[config.mk]
export PLATFORM = sky130hd
export DESIGN_NAME = hazard_detect
export DESIGN_NICKNAME = d
export VERILOG_FILES = /design/src/rtl/hazard_detect.sv
export SDC_FILE = /design/constraint.sdc
export NUM_CORES = 1
export LEC_CHECK = 0
export CAP_MARGIN = 20
export CORE_MARGIN = 5
export CORE_UTILIZATION = 30
export DETAILED_ROUTE_END_ITERATION = 8
export GPL_TIMING_DRIVEN = 0
export PLACE_DENSITY = 0.54
export RECOVER_POWER = 50
export SLEW_MARGIN = 20
export SYNTH_ARGS = -nofsm -noshare
export SYNTH_HDL_FRONTEND = slang
export SYNTH_SLANG_ARGS = --single-unit
[constraint.sdc]
create_clock -name clk -period 2.1 [get_ports clk]
set_input_delay 0.21 -clock clk [delete_from_list [all_inputs] [get_ports clk]]
set_output_delay 0.21 -clock clk [all_outputs]
set_load 0.02 [all_outputs]
[src/rtl/hazard_detect.sv]
// Decode-stage hazard unit: load-use stall, EX/MEM/WB forwarding selects, saturating stall counter.
// Optional build macro HAZARD_R0_FILTER_EN: source index 0 (hardwired R0) never matches a producer.
module hazard_detect #(
    parameter int REG_W = 3,
    parameter int CNT_W = 16
) (
    input  logic             clk,
    input  logic             reset,
    input  logic [3:0]       opCode,
    input  logic [REG_W-1:0] RS1,
    input  logic [REG_W-1:0] RS2,
    input  logic [REG_W-1:0] Rd2,
    input  logic [REG_W-1:0] Rd3,
    input  logic [REG_W-1:0] Rd4,
    input  logic             EX_RegWr,
    input  logic             MEM_RegWr,
    input  logic             WB_RegWr,
    input  logic             EX_MemRd,
    output logic             stall,
    output logic [1:0]       ForwardA,
    output logic [1:0]       ForwardB,
    output logic [CNT_W-1:0] stall_count
);

    logic             uses_rs1;
    logic             uses_rs2;
    logic             rs1_live;
    logic             rs2_live;
    logic [CNT_W-1:0] stall_count_d;
    logic [CNT_W-1:0] stall_count_q;

    // Youngest producer wins: EX, then MEM, then WB, else the register file.
    function automatic logic [1:0] fwd_sel(
        input logic             live,
        input logic [REG_W-1:0] src,
        input logic [REG_W-1:0] ex_rd,
        input logic             ex_wr,
        input logic [REG_W-1:0] mem_rd,
        input logic             mem_wr,
        input logic [REG_W-1:0] wb_rd,
        input logic             wb_wr
    );
        logic [1:0] sel;
        sel = 2'b00;
        if (live && ex_wr && (ex_rd == src)) begin
            sel = 2'b01;
        end else if (live && mem_wr && (mem_rd == src)) begin
            sel = 2'b10;
        end else if (live && wb_wr && (wb_rd == src)) begin
            sel = 2'b11;
        end
        return sel;
    endfunction

    always_comb begin
        uses_rs1 = 1'b0;
        uses_rs2 = 1'b0;
        unique case (opCode)
            4'h0, 4'h1, 4'h2: begin
                uses_rs1 = 1'b1;
                uses_rs2 = 1'b1;
            end
            4'h3, 4'h4, 4'h5, 4'h6, 4'hF: begin
                uses_rs1 = 1'b1;
            end
            4'h7, 4'h8, 4'h9, 4'hA, 4'hB: begin
                uses_rs1 = 1'b1;
                uses_rs2 = 1'b1;
            end
            4'hC, 4'hD, 4'hE: begin
                uses_rs1 = 1'b0;
                uses_rs2 = 1'b0;
            end
            default: begin
                uses_rs1 = 1'b0;
                uses_rs2 = 1'b0;
            end
        endcase
    end

`ifdef HAZARD_R0_FILTER_EN
    assign rs1_live = uses_rs1 && (RS1 != '0);
    assign rs2_live = uses_rs2 && (RS2 != '0);
`else
    assign rs1_live = uses_rs1;
    assign rs2_live = uses_rs2;
`endif

    always_comb begin
        ForwardA = fwd_sel(rs1_live, RS1, Rd2, EX_RegWr, Rd3, MEM_RegWr, Rd4, WB_RegWr);
        ForwardB = fwd_sel(rs2_live, RS2, Rd2, EX_RegWr, Rd3, MEM_RegWr, Rd4, WB_RegWr);
        stall    = EX_MemRd && EX_RegWr &&
                   ((rs1_live && (Rd2 == RS1)) || (rs2_live && (Rd2 == RS2)));
    end

    // Saturate at all-ones rather than wrapping so long runs stay meaningful.
    always_comb begin
        stall_count_d = stall_count_q;
        if (stall && (stall_count_q != '1)) begin
            stall_count_d = stall_count_q + 1'b1;
        end
    end

    always_ff @(posedge clk) begin
        if (reset) begin
            stall_count_q <= '0;
        end else begin
            stall_count_q <= stall_count_d;
        end
    end

    assign stall_count = stall_count_q;

endmodule

* Word level (Yosys, flattened, before mapping)
Cells that the tools add are included.
** Word-level totals
- Register bits after elaboration :: 16
- Bits of input ports :: 25
- Output and inout port bits :: 21
- Logic and storage cells :: 54
** Cells by class
- Add/subtract/negate cells :: 1
- Eq/ne operators :: 22
- Mux-type cells :: 8
- Reduce and logical (&&, ||, !) cells :: 22
** Operators by type and width (number)
- $eq A4 B4 Y1 const B :: 8
- $eq A3 B3 Y1 :: 6
- $logic_and A1 B1 Y1 :: 17
- $add A16 B1 Y16 const B :: 1
- $eq A4 B3 Y1 const B :: 4
- $ne A16 B16 Y1 const B :: 1
- $reduce_or A13 Y1 :: 1
- $mux W2 :: 6
- $eq A4 B2 Y1 const B :: 2
- $reduce_or A8 Y1 :: 1
- $eq A4 B1 Y1 const B :: 1
- $logic_not A4 Y1 :: 1
- $reduce_or A3 Y1 :: 1
- $pmux W1 S2 :: 1
- $logic_or A1 B1 Y1 :: 1
- $mux W1 :: 1

* Logic depth before layout (Yosys ltp)
- Word-level depth :: 8
- Mapped depth :: 7
- Depth with buffers taken out :: 6

* Least setup slack after synthesis
Ideal clock, no wire load.
- Kind :: register to register
- From :: reg stall_count_q[0] (netlist: stall_count[0])
- To :: reg stall_count_q[11] (netlist: stall_count[11])
- Setup time :: 0.121 ns
- Arrival time :: 1.831 ns
- Data required time :: 1.979 ns
- Path slack :: 0.149 ns
- Stages on the path, launching flop included :: 8
- Path buffers :: 1
- Clock period less this slack :: 1.951 ns
- Cells stage by stage :: dfxtp_1 > ha_1 > nand4_1 > or4_1 > clkbuf_1 > nand4_1 > nor4_1 > mux2_2
** Between the ends
- Cells in the longest elaborated chain, start to end :: 2
- Elaborated cells on any way between the ends :: 3
- Classes of those cells :: 1 x add/sub; 1 x eq/ne; 1 x reduce/logical
** Ends and longest elaborated chain
- start, declared :: line 30 : logic [CNT_W-1:0] stall_count_q;
- start signal, assigned :: line 108 : stall_count_q <= stall_count_d;
- branches (longest 2 deep; another with $add A16 B1 Y16)
Parallel ways; which one is timed is not known.
A chain may end at the register's enable or synchronous reset.

* Worst setup path in the final report
- From :: in opCode[0]
- To :: out stall
** Between the ends
- Cells in the longest elaborated chain, start to end :: 6
- Elaborated cells on any way between the ends :: 25
- Classes of those cells :: 15 x eq/ne; 2 x mux; 8 x reduce/logical
** Ends and longest elaborated chain
- start, declared :: line 9 : input logic [3:0] opCode,
- $eq A4 B3 Y1 (tied with other cells) :: line 58 : unique case (opCode)
- $reduce_or A13 Y1 (no line) (tied with other cells)
- $pmux W1 S2 / $mux W1 (equally long branches) :: line 58
- $logic_and A1 B1 Y1 :: line 93 : ((rs1_live && (Rd2 == RS1)) || (rs2_live && (Rd2 == RS2)));
- $logic_or A1 B1 Y1 * :: line 93
- $logic_and A1 B1 Y1 * :: line 92 : stall = EX_MemRd && EX_RegWr &&
- end, declared :: line 19 : output logic stall,
Mark *: on every way between the ends. The rest lies on a longest branch, timed or not.

==> qor.csv <==
metric,value,unit
clk_pin_slew,0.06,ns
ys_seq_area_share,26.9,%
synth-main-ff-cell,dfxtp_1,
fin_skew,0.00386,ns
die_h,73.0,um
htree_levels,1,
cpPeakStageDelay,0.47,ns
gp_congestion,0.829,
leakage,0.674,nW
period_needed,2.01,ns
cts_tree,done,
syn-cell-area,1190,sq um
largest_register_ff_count,16,
via_per_inst,5.38,
synth_top_cells_by_area,"dfxtp_1 27%, xnor2_1 9.6%, nand4_1 6.8%, a21oi_1 5.5%, or4_1 5.0%",
drt_iter0_markers,79,
netlist_instances,151,
critPathMaxFanout,10,
final_nets,226,
core,3740,sq um
power_density,400,nW/um^2
finalSetupTns,0,ns
yosys.area.top_type,dfxtp_1,
port_buffers,44,
cp-end-kind,primary output,
die_w,73.0,um
final_antenna_net_count,0,
fin_area,1760,sq um
cts_buffer_depth,2,
yosys_register_bits,16,
dpl_cell_area,1690,sq um
crit_required,1.89,ns
drive_above_1_share,9.09,%
wl,3.59,mm
synth_cell_type_count,32,
dieArea,5330,sq um
startpoint_type,primary input,
timing.final.ws_setup,0.0888,ns
grt_pass1_vias,1267,
area.growth.synth_to_final,48.3,%
grt_usage,13.7,%
synthTopCellsByCount,"16 x dfxtp_1, 13 x a21oi_1, 13 x nand2_1, 13 x nand4_1, 13 x xnor2_1",
cts_inserted_buffers,3,
avgSynthCellArea,7.88,sq um
async_reset_ff_share,0,%
setup_violations,0,
worst_pin_slew,0.501,ns
post_drt_wl_per_cell,14.6,um
max_freq,497,MHz
initial_core_util,31.8,%
antenna_found_initial,0,
worstPathCellList,"clkdlybuf4s50_1, nand2_1, a311oi_2, o2bb2a_4, buf_6, clkbuf_8, nor2_2, buf_4",
ys_warn_count,0,
grt_start_max_net_pins,11,
clk_latency,0.25,ns
clock-root-buffer,clkbuf_8,
final_hold_viol_count,0,
relSlewSlack,66.6,%
grt-ovfl-total,0,
fillCellCount,378,
period_share,95.8,%
yosysMostFrequentCell,dfxtp_1,
hp-class,primary input to flip-flop,
critPathSlowestCell,clkdlybuf4s50_1,
max-cap-violations,0,
place_ws,-0.699,ns
place_hpwl,2.85,mm
cts_hold_buf,0,
arrival,1.80,ns
diodes,0,
cts_sinks,16,
synthesis.nets,177,
synth-edff-count,0,
worstSetupPathType,primary input to primary output,
drv_slew,0,
drc_errors,0,
status,finished clean,
irDropWorstVdd,0.161,mV
rows,22,
num_io_pins,46,
grt_first_pass_wirelength,5.83,mm
yosysTopAreaCellShare,26.9,%
firstDrtPassIters,4,
num_vias,1324,
## cells by family (layout without fill, tap and decap cells)
family	Yosys count	count (layout)	synth area share, %
flip-flops	16	16	26.9
AND/OR/NAND/NOR	73	73	34.3
multiplexers	3	3	2.84
AO/OA/AOI/OAI	31	31	17.8
XOR/XNOR	19	19	14.0
adder cells (fa/ha/maj)	1	1	1.05
buffers and inverters	8	55	3.15
## report_power, final
group / internal (mW) / switching [mW] / leakage, nW / total [mW]
sequential: 0.304 / 0.000834 / 0.129 / 0.305
combinational: 0.0854 / 0.0818 / 0.524 / 0.167
clock: 0.127 / 0.106 / 0.0216 / 0.233
total: 0.517 / 0.189 / 0.674 / 0.706
## through the flow
step	total power [mW]	cells	utilization [%]	hold WS, ns
final	0.706	246	47.1	0.382
after global routing	0.736	246	47.1	0.450
after CTS	0.710	246	46.2	0.398
after detailed placement	0.479	243	45.2	0.506
after global placement	0.476	243	45.2	0.488
after floorplan	0.391	151	-	0.490
## layout by cell type, fill, tap and decap left out, types with 2 or more instances in the layout
master            n
nor2b_1           3
o21ba_2           2
nor4_1            3
nand4_1          13
nor2_1            7
o21ai_0           6
dlygate4sd2_1     7
nand2b_1          3
nand2_1          13
and2_1            2
and3_1            4
xor2_1            6
o31ai_1           5
or4_1             7
xnor2_1          12
clkdlybuf4s50_1  16
or3_1             6
clkbuf_1          2
a21oi_1          13
clkbuf_8          4
dfxtp_1          16
dlygate4sd3_1    16
nand3_1           6
buf_4             2
inv_1             2
mux2_2            3
dlymetal6s2s_1    4
## final cells by class
class	count	area (sq um)	share of cell area, %
multi-input cells	127	852	48.3
repair buffers	45	447	25.3
flip-flops and latches	16	320	18.2
well taps	48	60.1	3.40
clock buffers	3	41.3	2.34
plain buffers	5	36.3	2.06
inverters	2	7.51	0.426
## worst max-delay path: cells and delay by family
kind | cells | cell delay (ns)
AOI/OAI and AO/OA | 2 | 0.53
and+or+nand+nor | 2 | 0.15
buffers and inverters | 4 | 0.91
## final timing paths
path	startpoint	end	slack, ns	cells past startpoint
hold / removal	reset	stall_count[12]$_SDFFE_PP0P_	0.38	2
setup / recovery	opCode[0]	stall	0.09	8
setup reg to reg	stall_count[6]$_SDFFE_PP0P_	stall_count[15]$_SDFFE_PP0P_	0.16	5
hold reg to reg	stall_count[15]$_SDFFE_PP0P_	stall_count[15]$_SDFFE_PP0P_	0.50	2
## layer usage
metal	wire length [um]	global-route usage, %	vias up
met5	0	0	-
met4	74	7.38	0
met3	236	1.93	6
met2	1810	24.7	49
met1	1470	15.2	611
li1	-	-	658
## repair_timing
action,in CTS,in global routing
pin swaps,1,2
buffers inserted,0,1
gates cloned,0,0
gates resized for setup,15,8
setup endpoints to repair,7,7
Power figures use the tool's default switching activity.
